$ cat config.mk
export PLATFORM = sky130hd
export DESIGN_NAME = bcd_converter_seq
export DESIGN_NICKNAME = d
export VERILOG_FILES = /design/src/rtl/bcd_converter_seq.sv
export SDC_FILE = /design/constraint.sdc
export NUM_CORES = 1
export LEC_CHECK = 0
export CAP_MARGIN = 10
export CORE_MARGIN = 5
export CORE_UTILIZATION = 56
export DETAILED_ROUTE_END_ITERATION = 8
export PLACE_DENSITY = 0.84
export SLEW_MARGIN = 30
export SYNTH_ARGS = -nofsm -noshare
export SYNTH_HDL_FRONTEND = slang
export SYNTH_SLANG_ARGS = --single-unit
$ cat constraint.sdc
create_clock -name clock -period 2.4 [get_ports clock]
set_clock_uncertainty 0.05 [all_clocks]
set_input_delay 0.48 -clock clock [delete_from_list [all_inputs] [get_ports clock]]
set_output_delay 0.48 -clock clock [all_outputs]
set_load 0.02 [all_outputs]
$ cat src/rtl/bcd_converter_seq.sv
// Sequential binary-to-BCD converter (shift-add-3), one input bit per clock,
// with start/busy/done handshake and an auto-reconvert-on-change mode.
module bcd_converter_seq #(
  parameter int IN_WIDTH = 16,
  parameter int DIGITS   = 5
) (
  input  logic                  clock,
  input  logic                  reset,
  input  logic [IN_WIDTH-1:0]   bin_in,
  input  logic                  start,
  input  logic                  auto_mode,
  output logic                  busy,
  output logic                  done,
  output logic [4*DIGITS-1:0]   bcd_out,
  output logic                  overflow
);

  localparam int BCD_W = 4 * DIGITS;
  localparam int CNT_W = $clog2(IN_WIDTH + 1);
  localparam logic [BCD_W-1:0] ALL_NINES = {DIGITS{4'h9}};

  typedef enum logic [1:0] {IDLE, SHIFT, DONE} state_t;

  state_t               state;
  logic [IN_WIDTH-1:0]  bin_reg;
  logic [IN_WIDTH-1:0]  last_value;
  logic [BCD_W-1:0]     bcd_acc;
  logic                 ovf_acc;
  logic [CNT_W-1:0]     count;

  logic [BCD_W-1:0]     adj_acc;
  logic [BCD_W-1:0]     next_acc;
  logic [IN_WIDTH-1:0]  next_bin;
  logic                 shift_out;
  logic                 launch;

  // Per-digit +3 correction; digits are independent, no carry between them.
  function automatic logic [BCD_W-1:0] add3_digits(input logic [BCD_W-1:0] acc);
    logic [BCD_W-1:0] res;
    res = acc;
    for (int d = 0; d < DIGITS; d++) begin
      if (acc[4*d +: 4] >= 4'd5) res[4*d +: 4] = acc[4*d +: 4] + 4'd3;
    end
    return res;
  endfunction

  always_comb begin
    adj_acc   = add3_digits(bcd_acc);
    next_acc  = {adj_acc[BCD_W-2:0], bin_reg[IN_WIDTH-1]};
    next_bin  = {bin_reg[IN_WIDTH-2:0], 1'b0};
    shift_out = adj_acc[BCD_W-1];
    launch    = (state != SHIFT) &&
                (start || (auto_mode && (bin_in != last_value)));
  end

  always_ff @(posedge clock) begin
    if (reset) begin
      state      <= IDLE;
      busy       <= 1'b0;
      done       <= 1'b0;
      bcd_out    <= '0;
      overflow   <= 1'b0;
      last_value <= '0;
      bin_reg    <= '0;
      bcd_acc    <= '0;
      ovf_acc    <= 1'b0;
      count      <= '0;
    end else begin
      case (state)
        SHIFT: begin
          bcd_acc <= next_acc;
          bin_reg <= next_bin;
          ovf_acc <= ovf_acc | shift_out;
          count   <= count - CNT_W'(1);
          if (count == CNT_W'(1)) begin
            // Final shift lands directly in the output register.
            state    <= DONE;
            busy     <= 1'b0;
            done     <= 1'b1;
            overflow <= ovf_acc | shift_out;
            bcd_out  <= (ovf_acc | shift_out) ? ALL_NINES : next_acc;
          end
        end
        default: begin
          done <= 1'b0;
          if (launch) begin
            state      <= SHIFT;
            busy       <= 1'b1;
            bin_reg    <= bin_in;
            last_value <= bin_in;
            bcd_acc    <= '0;
            ovf_acc    <= 1'b0;
            count      <= CNT_W'(IN_WIDTH);
          end else begin
            state <= IDLE;
            busy  <= 1'b0;
          end
        end
      endcase
    end
  end

endmodule

# Word-level counts from Yosys, hierarchy flattened
# Cells that the tools add are included.
# totals
regBits	83
inputBits	20
output_inout_bits	23
# op_classes
add_sub_neg	6
order_cmp	5
n_eq_ne	5
muxes	20
bitwise	2
reduce_logical	8
# ops
operator	n
$mux W20	3
$mux W16	2
$add A4 B2 Y4 const B	5
$ge A4 B3 Y1 const B	5
$mux W4	5
$ne A16 B16 Y1	1
$mux W5	2
$mux W1	6
$eq A5 B1 Y1 const B	1
$sub A5 B1 Y5 const B	1
$mux W2	2
$reduce_and A2 Y1	2
$reduce_or A2 Y1	2
$eq A2 B1 Y1 const B	1
$logic_and A1 B1 Y1	2
$ne A2 B1 Y1 const B	1
$ne A2 B2 Y1 const B	1
$reduce_bool A2 Y1	1
$logic_or A1 B1 Y1	1
$not A1 Y1	1
$or A1 B1 Y1	1

# Logic depth before layout (Yosys ltp)
# Gate-level depths: netlist of run 1.
# logic_depth
depth_word	6
mapped_depth	8
mapped_depth_nobuf	7

# Least setup slack after synthesis of run 1
# Ideal clock, no wire load.
# synth_timing
path_kind	input port to flip-flop
start	input bin_in[5]
end	register bin_reg[5]
setup_time_ns	0.125
arrival_time_ns	1.703
path_slack_ns	0.522
stages	6
path_buffers	1
cell_sequence	xnor2_1 > nand4_1 > o41a_1 > buf_2 > a31oi_1 > o2bb2ai_1
# synth_via
elab_chain_cells	5
elab_cells_between_ends	7
classes_between	eq/ne (1); mux (2); reduce/logical (4)
# synth_rtl
item	line	rtl
start, declared	9	input logic [IN_WIDTH-1:0] bin_in,
$ne A16 B16 Y1	53	(start || (auto_mode && (bin_in != last_value)));
$logic_and A1 B1 Y1	53	
$logic_or A1 B1 Y1	53	
$logic_and A1 B1 Y1	52	launch = (state != SHIFT) &&
$reduce_bool A2 Y1 (no source line)	--	
end signal, assigned	72	bin_reg <= next_bin;
end signal, assigned	89	bin_reg <= bin_in;
end, declared	25	logic [IN_WIDTH-1:0] bin_reg;
# Several ways; a longest one is shown, not always the timed one. The select of a mux whose other input is x is not followed.
# A chain may end at the register's enable or synchronous reset.

# Worst setup path in the final report of run 1
# layout_timing
start	input bin_in[10]
end	register bcd_acc[13]
# layout_via
elab_chain_cells	5
# layout_rtl
item	line	rtl
$ne A16 B16 Y1	53	
$logic_and A1 B1 Y1	53	
$logic_or A1 B1 Y1	53	
$logic_and A1 B1 Y1	52	
$reduce_bool A2 Y1 (no source line)	--	
end signal, assigned	71	bcd_acc <= next_acc;
end, declared	27	logic [BCD_W-1:0] bcd_acc;
# No other way between the ends.

==> flow_summary.yaml, run 1 <==
pwr:
  ir_drop_mv: 0.252
  powerDensity_nw_per_um2: 600
  power.share.switching_pct: 27.5
  seq_power_share_pct: 50.5
  power_switching_mw: 0.799
  leakage_nw: 1.79
  pwr-share-comb_pct: 14.4
  p_int_mw: 2.11
  p_clk_share_pct: 35.1
floorplanning:
  dieArea_um2: 8920
  num_rows: 30
  die_y_um: 94.4
  initial_core_util_pct: 58.1
  coreArea_um2: 6870
  die_x_um: 94.4
  io-pin-count: 43
grt:
  grt-ovfl-total: 0
  grt_max_degree: 63
  first_global_vias: 3371
  antenna_found_initial: 0
  grt_pass1_wl_mm: 16.1
  grtUsageTotal_pct: 22.4
yosys:
  syn_nets: 489
  synth-compound-area-share_pct: 19.5
  synthDistinctLibCells: 36
  synth_top_family_by_area: "compound AO/OA/AOI/OAI gates"
  synthMuxAreaShare_pct: 6.14
  synth_ff_type: "dfxtp_1"
  syn_area_per_cell_um2: 8.73
  async_reset_ff_share_pct: 0
  syn_inst: 457
  synth-seq-cells: 82
  yosys.area_share.adder_pct: 3.76
  synth_top_area_cell: "dfxtp_1"
  synth-xor-area-share_pct: 4.61
  yosys-top-cells-area: "dfxtp_1 (41%), nand2b_1 (5.8%), mux2i_1 (5.0%)"
  ys_seq_area_share_pct: 41.1
  synth_top_area_share_pct: 41.1
  yosysWarnings: 0
  netlist_area_um2: 3990
  synth_edf_count: 0
  synth_simple_gate_area_share_pct: 19.4
clock_network:
  cts_setup_buffers: 0
  cts_made_buffers: 9
  htreeDepth: 3
  cts_sinks: 82
  path_clk_slew_ns: 0.09
  clk_path_buf_depth: 2
  clock_latency_ns: 0.35
  ctsResizeCount: 0
  cts_tree: "yes"
  postCtsHoldBufs: 0
  cts-root-buf: "clkbuf_8"
route:
  vias: 3583
  ant_nets: 0
  finalWirelength_mm: 9.49
  drc: 0
  drt-vias-per-instance: 5.87
  drtIter0Drc: 274
  wl_per_cell_um: 15.6
  first_pass_iters: 5
setup_path:
  arrival_ns: 2.49
  crit_type: "in -> reg"
  start_kind: "input pin"
  crit_required_ns: 2.64
  cp_max_fo: 27
  critPathCaptureType: "flop"
sta:
  rsz0062_at_grt: "no"
  hold_viol: 0
  worstMarginPinSlew_ns: 0.544
  finalCritPeriodShare_pct: 93.4
  fmax_mhz: 446
  max_slew_margin_pct: 63.8
  hold_slack_ns: 0.407
  setup_viol: 0
  fin_crit_ns: 2.24
  maxSlewViolCount: 0
run:
  maxCapViolations: 0
placement:
  dp_hpwl_mm: 6.42
  numPortBuffers: 42
  place_area_um2: 4650
  place.gp.congestion: 0.798
layout:
  layout_common_cells: "dfxtp_1 (82), nand2_1 (47), clkdlybuf4s50_1 (41)"
  nFillCells: 515
  final_cell_area_um2: 4850
  top_regs: "bcd_acc (20), bcd_out (20)"
  area_growth_pct: 21.5
  final_common_cell: "dfxtp_1"
  final_layout_size_suffix_gt1_share_pct: 10.9
  antenna_cells: 0
  nNetsFinal: 541
status:
  status: "finished, final reports clean"
min_path:
  min_path_type: "reg -> reg"
==> power by group through the flow <==
stage,Combinational [mW],Clock [mW],Sequential (mW)
floorplan,0.249,0,1.50
global placement,0.401,0,1.49
detailed placement,0.413,0,1.50
CTS,0.417,1.03,1.47
global route,0.458,1.10,1.48
finish,0.418,1.02,1.47
==> cells in the mapped netlist (all sizes together) (4+ instances only) <==
cell type and count:
a211oi 4, a21oi 29, a22o 11, a311oi 10
a31oi 17, buf 9, clkbuf 24, dfxtp 82
ha 12, inv 18, mux2 4, mux2i 20
nand2 47, nand2b 37, nand3 31, nand4 4
nor2 16, nor3 14, o21ai 13, o2bb2ai 20
xnor2 21
==> stage by stage <==
step                      util [%]  cells  total power [mW]  TNS, ns  setup WS, ns
after global placement        67.7    594              1.89    -4.74        -0.114
after floorplan                  -    457              1.75        0         0.522
after CTS                     70.6    610              2.92        0         0.192
after detailed placement      67.7    594              1.91    -5.97        -0.144
final                         70.6    610              2.91        0         0.158
after global routing          70.6    610              3.03        0        0.0838
==> layout make-up <==
| type | count | area, um2 | area share (%) |
|---|---|---|---|
| clock inverters | 7 | 77.6 | 1.60 |
| flip-flops and latches | 82 | 1640 | 33.8 |
| multi-input cells | 324 | 2140 | 44.1 |
| clock buffers | 9 | 124 | 2.55 |
| well taps | 96 | 120 | 2.48 |
| repair buffers | 74 | 681 | 14.0 |
| inverters | 18 | 67.6 | 1.39 |
==> routing by layer <==
metal	part of all wire [%]	track usage, %	vias to the layer above	wire length, um
li1	-	-	1726	-
met1	45	31.1	1710	4250
met2	48	34.6	132	4540
met3	6.0	3.90	15	567
met4	1.4	8.66	0	136
met5	0	0	-	0
==> logic make-up after synthesis <==
family          Yosys count
mux                      24
xor+xnor                 21
flops                    82
buf+inv                  51
fa+ha+maj                12
simple gates            157
compound gates          110
==> final timing paths <==
path	to	startpoint	depth (start not counted)	slack [ns]
hold reg to reg	bcd_out[9]	bcd_out[9]	2	0.41
setup / recovery	bcd_acc[13]	bin_in[10]	7	0.16
setup reg to reg	bcd_acc[7]	state[0]	6	0.37
hold / removal	bcd_out[9]	bcd_out[9]	2	0.41
==> worst max-delay path, stage by stage <==
cell and delay, ns:
clkdlybuf4s50_1 0.44, xnor2_1 0.22, nand4_1 0.21, o41ai_4 0.47
and2_0 0.27, buf_12 0.21, a22o_1 0.17
(Power assumes the default switching activity.)
==> run 2: changes to the inputs <==
--- a/config.mk
+++ b/config.mk
@@ -6,10 +6,13 @@
 export NUM_CORES = 1
 export LEC_CHECK = 0
 export CAP_MARGIN = 10
+export CELL_PAD_IN_SITES_DETAIL_PLACEMENT = 0
+export CELL_PAD_IN_SITES_GLOBAL_PLACEMENT = 2
 export CORE_MARGIN = 5
-export CORE_UTILIZATION = 56
+export CORE_UTILIZATION = 34
 export DETAILED_ROUTE_END_ITERATION = 8
-export PLACE_DENSITY = 0.84
+export HOLD_SLACK_MARGIN = 0.12
+export PLACE_DENSITY = 0.83
 export SLEW_MARGIN = 30
 export SYNTH_ARGS = -nofsm -noshare
 export SYNTH_HDL_FRONTEND = slang
==> run 2 against run 1 <==
Effect of this change:
- non-clock buffer count increased by 4
- critical path type unchanged
- register-to-register slack better by 0.03 ns
- count of clock-buffer cells in the layout rose by 3
- clock power is 47% higher
- setup slack worse by 0.0065 ns
- via count fell by 4.9%
==> flow_summary.yaml, run 2 (synthesis gave the netlist of run 1 again) <==
clock_network:
  cts_tree: "yes"
  cts_sinks: 82
  cts_made_buffers: 9
  ctsResizeCount: 0
  postCtsHoldBufs: 0
  htreeDepth: 3
  cts-root-buf: "clkbuf_16"
  clock_latency_ns: 0.34
  clk_path_buf_depth: 2
  path_clk_slew_ns: 0.06
route:
  first_pass_iters: 4
  ant_nets: 0
  drc: 0
  vias: 3406
  wl_per_cell_um: 15.0
  drtIter0Drc: 139
  finalWirelength_mm: 9.93
  drt-vias-per-instance: 5.15
sta:
  maxSlewViolCount: 0
  setup_viol: 0
  fmax_mhz: 445
  rsz0062_at_grt: "no"
  fin_crit_ns: 2.25
  worstMarginPinSlew_ns: 0.732
  hold_viol: 0
  max_slew_margin_pct: 51.1
  setup_tns_ns: 0
  finalCritPeriodShare_pct: 93.7
placement:
  place.gp.congestion: 0.776
  numPortBuffers: 42
  dp_hpwl_mm: 6.83
  place_area_um2: 4750
setup_path:
  crit_type: "in -> reg"
  cp_max_fo: 12
  crit_required_ns: 2.58
  rr_worst_depth: 7
  critPathCaptureType: "flop"
  start_kind: "input pin"
  arrival_ns: 2.43
  crit_path_end: "last_value[13]"
  reg2reg_to: "last_value[13]"
  cp-startpoint: "bin_in[4]"
  r2r-start: "last_value[4]"
  r2r_slack_ns: 0.40
floorplanning:
  dieArea_um2: 14000
  io-pin-count: 43
  initial_core_util_pct: 34.8
  die_x_um: 118
  num_rows: 39
  die_y_um: 118
  coreArea_um2: 11500
layout:
  antenna_cells: 0
  nNetsFinal: 545
  area_growth_pct: 27.4
  nFillCells: 1123
  final_cell_area_um2: 5090
  final_common_cell: "dfxtp_1"
  top_regs: "bcd_acc (20), bcd_out (20)"
  layout_common_cells: "dfxtp_1 (82), nand2_1 (47), clkdlybuf4s50_1 (41)"
  final_layout_size_suffix_gt1_share_pct: 11.4
status:
  status: "finished, final reports clean"
pwr:
  ir_drop_mv: 0.530
  leakage_nw: 1.86
  powerDensity_nw_per_um2: 668
run:
  maxCapViolations: 0
grt:
  grt-ovfl-total: 0
  first_global_vias: 3304
  antenna_found_initial: 0
  grt_max_degree: 62
  grt_pass1_wl_mm: 17.0
  grtUsageTotal_pct: 14.7
min_path:
  min_path_type: "reg -> reg"
## run 2: changes by cell type in the layout (fill, tap and decap cells not counted)
cell        before  now
inv_6            2    0
nor2_2           0    1
clkinvlp_4       1    2
clkbuf_16        0    9
nor2_1          16   15
buf_4           30   32
clkbuf_8         9    1
clkinv_4         2    0
bufinv_16        1    2
buf_12           2    4
clkbuf_1         0    2
clkinv_2         1    0
## run 2: cell type report
cell class              count  area [um2]  area share (%)
multi-input cells         324        2140            42.1
flip-flops and latches     82        1640            32.3
repair buffers             78         736            14.5
clock buffers              12         246            4.85
well taps                 143         179            3.52
clock inverters             4        75.1            1.48
inverters                  18        67.6            1.33
## run 2: per-layer routing
metal / wire length (um) / global-route usage, %
met4: 75 / 4.23
met3: 300 / 4.35
met1: 4940 / 19.5
met2: 4610 / 23.4
met5: 0 / 0
## run 2: worst min path at each step
stage / start / to / depth (start not counted)
6_report: bcd_out[9] / bcd_out[9] / 2
5_1_grt: bcd_out[9] / bcd_out[9] / 2
4_1_cts: bcd_out[9] / bcd_out[9] / 2
3_3_place_gp: bcd_out[9] / bcd_out[9] / 2
2_1_floorplan: bin_reg[10] / bin_reg[10] / 1
3_5_place_dp: bcd_out[9] / bcd_out[9] / 2
## run 2: metrics by stage
stage | std cells | utilization, % | total power, mW | setup WS [ns] | hold WS (ns)
finish | 661 | 44.4 | 3.40 | 0.151 | 0.402
global route | 661 | 44.4 | 3.55 | 0.0347 | 0.429
CTS | 659 | 44.2 | 3.45 | 0.118 | 0.407
detailed placement | 643 | 41.4 | 1.93 | -0.226 | 0.397
global placement | 643 | 41.4 | 1.92 | -0.230 | 0.391
floorplan | 457 | - | 1.75 | 0.522 | 0.382
## run 2: critical path: stages
cell and delay (ns):
clkdlybuf4s50_1 0.43, xnor2_1 0.24, nand4_1 0.22, o41ai_4 0.47, buf_4 0.19, a21oi_2 0.09, buf_12 0.17, mux2i_1 0.12
## run 2: what timing repair did
| action | 4_1_cts | 5_1_grt |
|---|---|---|
| endpoints found under the hold margin | 0 | 0 |
| endpoints found under the setup margin | 0 | 1 |
| setup buffers | 0 | 2 |
## run 2: power breakdown
part / total (mW) / switching [mW] / internal, mW
clock: 1.50 / 0.561 / 0.941
sequential: 1.47 / 0.0429 / 1.43
combinational: 0.429 / 0.226 / 0.203
